[src/rtl/cla_adder_32.sv]
// cla_adder_32 - 32-bit two-level carry-lookahead adder/subtractor for the ALU.
//
// Computes A + B, or A - B when ctrl_ALUopcode == 5'b00001. Result and
// signed-overflow flag are registered, giving one cycle of latency with a new
// operation accepted every cycle.
//
// Structure:
//   level 1 - four 8-bit lookahead blocks. Each block derives its internal
//             carries from its own carry-in with flattened sum-of-products
//             equations, and reports a block generate / block propagate.
//   level 2 - block carries c8/c16/c24/c32 derived from cin and the block
//             G/P terms, again flattened (no block-to-block ripple).
//
// Optional build macro:
//   CLA_CARRY_OUT_EN - adds a registered carry_out port carrying c32 (the raw
//                      carry, i.e. the inverse borrow on subtract).

module cla_adder_32 (
    input  logic        clock,
    input  logic        reset,
    input  logic [31:0] A,
    input  logic [31:0] B,
    input  logic [4:0]  ctrl_ALUopcode,
    output logic [31:0] S,
    output logic        overflow
`ifdef CLA_CARRY_OUT_EN
    ,
    output logic        carry_out
`endif
);

    localparam logic [4:0] OP_SUB = 5'b00001;

    // Internal carries c[0..7] of one 8-bit block; c[0] is the block carry-in.
    // Each c[k] is built as an independent OR of product terms
    //   c[k] = g[k-1] | p[k-1]g[k-2] | ... | p[k-1]..p[0]cin
    // so no carry depends on a previously computed carry.
    function automatic logic [7:0] block_carries(input logic [7:0] g,
                                                 input logic [7:0] p,
                                                 input logic       cin);
        logic [7:0] c;
        logic       term;
        c    = '0;
        c[0] = cin;
        for (int k = 1; k < 8; k++) begin
            term = cin;
            for (int m = 0; m < k; m++) begin
                term = term & p[m];
            end
            c[k] = term;
            for (int j = 0; j < k; j++) begin
                term = g[j];
                for (int m = j + 1; m < k; m++) begin
                    term = term & p[m];
                end
                c[k] = c[k] | term;
            end
        end
        return c;
    endfunction

    // Block generate: the block produces a carry out regardless of its carry-in.
    function automatic logic block_generate(input logic [7:0] g,
                                            input logic [7:0] p);
        logic gen;
        logic term;
        gen = 1'b0;
        for (int j = 0; j < 8; j++) begin
            term = g[j];
            for (int m = j + 1; m < 8; m++) begin
                term = term & p[m];
            end
            gen = gen | term;
        end
        return gen;
    endfunction

    logic        sub_op;
    logic [31:0] b_eff;
    logic        cin;
    logic [31:0] g;
    logic [31:0] p;
    logic [3:0]  blk_g;
    logic [3:0]  blk_p;
    logic        c8;
    logic        c16;
    logic        c24;
    logic        c32;
    logic [31:0] carry;
    logic [31:0] sum;
    logic        ovf_next;

    // Operand conditioning: subtract is A + ~B + 1.
    always_comb begin
        sub_op = (ctrl_ALUopcode == OP_SUB);
        b_eff  = sub_op ? ~B : B;
        cin    = sub_op;
        g      = A & b_eff;
        p      = A | b_eff;
    end

    // Level 1: block generate and propagate for each 8-bit slice.
    always_comb begin
        // NOTE: every output of a combinational block gets a default first, so
        // no path through the block can leave it unassigned and infer a latch.
        blk_g = '0;
        blk_p = '0;
        for (int b = 0; b < 4; b++) begin
            blk_g[b] = block_generate(g[b*8 +: 8], p[b*8 +: 8]);
            blk_p[b] = &p[b*8 +: 8];
        end
    end

    // Level 2: flattened block carries from cin and the block G/P terms.
    always_comb begin
        c8  = blk_g[0]
            | (blk_p[0] & cin);
        c16 = blk_g[1]
            | (blk_p[1] & blk_g[0])
            | (blk_p[1] & blk_p[0] & cin);
        c24 = blk_g[2]
            | (blk_p[2] & blk_g[1])
            | (blk_p[2] & blk_p[1] & blk_g[0])
            | (blk_p[2] & blk_p[1] & blk_p[0] & cin);
        c32 = blk_g[3]
            | (blk_p[3] & blk_g[2])
            | (blk_p[3] & blk_p[2] & blk_g[1])
            | (blk_p[3] & blk_p[2] & blk_p[1] & blk_g[0])
            | (blk_p[3] & blk_p[2] & blk_p[1] & blk_p[0] & cin);
    end

    // Per-bit carries inside each block, seeded by that block's carry-in.
    always_comb begin
        carry[7:0]   = block_carries(g[7:0],   p[7:0],   cin);
        carry[15:8]  = block_carries(g[15:8],  p[15:8],  c8);
        carry[23:16] = block_carries(g[23:16], p[23:16], c16);
        carry[31:24] = block_carries(g[31:24], p[31:24], c24);
    end

    // Sum bits and signed overflow (carry into the sign bit differs from
    // carry out of it).
    always_comb begin
        sum      = A ^ b_eff ^ carry;
        ovf_next = carry[31] ^ c32;
    end

    // Output register; synchronous reset wins over any new operation.
    always_ff @(posedge clock) begin
        // NOTE: state is updated with non-blocking assignments so every
        // register samples pre-edge values, independent of statement order.
        if (reset) begin
            S        <= '0;
            overflow <= 1'b0;
        end else begin
            S        <= sum;
            overflow <= ovf_next;
        end
    end

`ifdef CLA_CARRY_OUT_EN
    // Registered raw carry out of bit 31, aligned with S.
    always_ff @(posedge clock) begin
        if (reset) begin
            carry_out <= 1'b0;
        end else begin
            carry_out <= c32;
        end
    end
`endif

endmodule

[config.mk]
export PLATFORM = sky130hd
export DESIGN_NAME = cla_adder_32
export DESIGN_NICKNAME = d
export VERILOG_FILES = /design/src/rtl/cla_adder_32.sv
export SDC_FILE = /design/constraint.sdc
export NUM_CORES = 1
export LEC_CHECK = 0
export ABC_AREA = 1
export BUFFER_PORTS_ARGS = -buffer_cell sky130_fd_sc_hd__buf_2
export CAP_MARGIN = 15
export CORE_MARGIN = 10
export CORE_UTILIZATION = 35
export CTS_BUF_LIST = sky130_fd_sc_hd__clkbuf_4 sky130_fd_sc_hd__clkbuf_8
export DETAILED_ROUTE_END_ITERATION = 16
export PLACE_DENSITY = 0.69
export SLEW_MARGIN = 20
export SYNTH_ARGS = -nofsm -noshare
export SYNTH_HDL_FRONTEND = slang
export SYNTH_SLANG_ARGS = --single-unit
[constraint.sdc]
create_clock -name clock -period 3.1 [get_ports clock]
set_input_delay 0.155 -clock clock [delete_from_list [all_inputs] [get_ports clock]]
set_output_delay 0.155 -clock clock [all_outputs]
set_load 0.05 [all_outputs]
==> metrics.cfg <==
[floorplan]
initial_core_util=0.356
fp.dieH_um=116
die_w_um=116
fp.dieArea_um2=13500
ioPinCount=104
rows=35
core_um2=9110

[status]
outcome=complete, no violations

[sta]
hold_violations=0
setup_viol=0
period_needed_ns=2.54
hold_slack_ns=0.0778
tightest_slew_ns=0.863
period_share=0.818
rsz0062_at_grt=no
max_slew_margin=0.424
fmax_mhz=394
finalSetupTns_ns=0
slew_violations=0

[synthesis]
synth_ff_type=dfxtp_1
synthMostInstantiatedCell=inv_1
post_synth.cell_area_avg_um2=7.30
synth.area.top_cells=ha_1, dfxtp_1, inv_1
synth_seq_area_share=0.204
synth_warnings=0
synth_area_um2=3240
synthesis.nets=580
synthCells=444
synth_seq_cells=33
synth-async-reset-ratio=0
synth_edf_count=0
ys_types=28
yosysTopAreaCell=ha_1
synth_common_cells=inv_1, ha_1, nor2_1, nand2_1, xor2_1
yosysTopAreaCellShare=0.239

[global_routing]
grt_pass1_vias=2962
grt_pass1_wl_um=12600
antenna_found_initial=0
grt_max_degree=28
grt_overflow=0
grt.total_usage=0.113

[setup_path]
path_cells=buf_2 -> nor2_2 -> nand3_2 -> buf_4 -> xor2_1 -> inv_1 -> ha_1 -> inv_1 -> o21bai_1 -> nand2_1 -> nand3b_1 -> inv_1 -> o21ai_1 -> nand2_1 -> nand3b_1 -> nor2_2 -> nand2_2 -> inv_1 -> fa_1 -> xor2_1 -> nor2_1
cp_slowest_cell=fa_1
crit_fanout=19
cp_common_cell=inv_1
crit_required_ns=3.28
path_buf_inv=6
slowest_delay_ns=0.40
startpoint_type=input port
crit_family=simple AND/OR/NAND/NOR gates
critPathKind=input port to flip-flop
critical_path_arrival_ns=2.72
end_kind=flip-flop

[placed_design]
dpl.cell_count=656
detailed_place_hpwl_um=6460
portBuffers=103
placed_area_um2=3900
place.gp.congestion=0.748

[detailed_routing]
ant_nets=0
drt_first_pass_iters=4
wl_per_cell_um=11.3
via_per_inst=4.23
wl_um=7480
drt-initial-drc-count=82
drc_errors=0
vias=2811

[finish]
area_delta_synth_final_pct=23.4
n_antenna_cell=0
drive_gt1_frac=0.262
nNetsFinal=688
fin_area_um2=4000
final_cells=664

[clocking]
clockBufferDepth=2
cts_resized=0
numCtsBuffers=5
h-tree-depth=2
clockRootBuffer=clkbuf_8
cts_setup_buffers=0
path_clk_slew_ns=0.07
clock_sinks=33
cts_tree=done
hold_buffers=0

[pwr]
pwr_density_cell_nw_per_um2=392
leakage_nw=2.40
vdd_drop_max_v=0.000176

[worst_hold_path]
hp-class=input port to flip-flop

[job]
drv_cap=0

## area by class of cell
type,instances,area (um2)
Timing Repair Buffer,106,538
Inverter,127,477
Tap cell,111,139
Clock buffer,7,96.3
Sequential cell,33,661
Multi-Input combinational cell,279,2080
Fill cell,932,5110
Clock inverter,1,5.00
## cell usage in the layout, fill, tap and decap left out, drive strengths merged, types with 2 or more instances in the layout
master and count:
ha 62, o21bai 3, o21ai 25, dfxtp 33, nand3b 3, nand3 11, inv 127, buf 106
a21oi 35, fa 3, nand2 52, nor2 44, or2 2, clkbuf 7, xor2 34
## metal layers
layer / track usage / up-vias / part of all wire / wire length, um
met5: 0 / - / 0 / 0
met4: 0.0300 / 0 / 0.010 / 78
met3: 0.0318 / 5 / 0.069 / 518
met2: 0.203 / 67 / 0.47 / 3550
met1: 0.128 / 1203 / 0.45 / 3330
li1: - / 1536 / - / -
## final timing paths
check                             start  endpoint  depth (start not counted)
worst max-delay path  ctrl_ALUopcode[3]     S[25]                         21
worst min-delay path               A[0]      S[0]                          2
## power breakdown
part           internal, mW  switching, mW
combinational         0.217          0.483
clock                 0.201          0.173
sequential            0.482         0.0129
total                 0.899          0.669
## per-stage QoR
| stage | utilization | worst slack [ns] | power, mW |
|---|---|---|---|
| floorplan | - | 0.556 | 1.03 |
| global placement | 0.428 | 0.289 | 1.20 |
| detailed placement | 0.428 | 0.219 | 1.21 |
| CTS | 0.439 | 0.523 | 1.60 |
| global route | 0.439 | 0.192 | 1.70 |
| finish | 0.439 | 0.564 | 1.57 |
## state kept, by name, summed over array words and instances (netlist names)
| register | count |
|---|---|
| S | 32 |
| overflow | 1 |
## kinds of logic (layout without fill, tap and decap cells)
group           Yosys count  after routing  share of synthesized area
xor+xnor                 34             34                     0.0919
flops                    33             33                      0.204
compound gates           65             65                      0.117
simple gates            115            115                      0.175
fa+ha+maj                65             65                      0.258
buf+inv                 132            241                      0.154
Note: power is estimated with default switching activity, not from simulation.
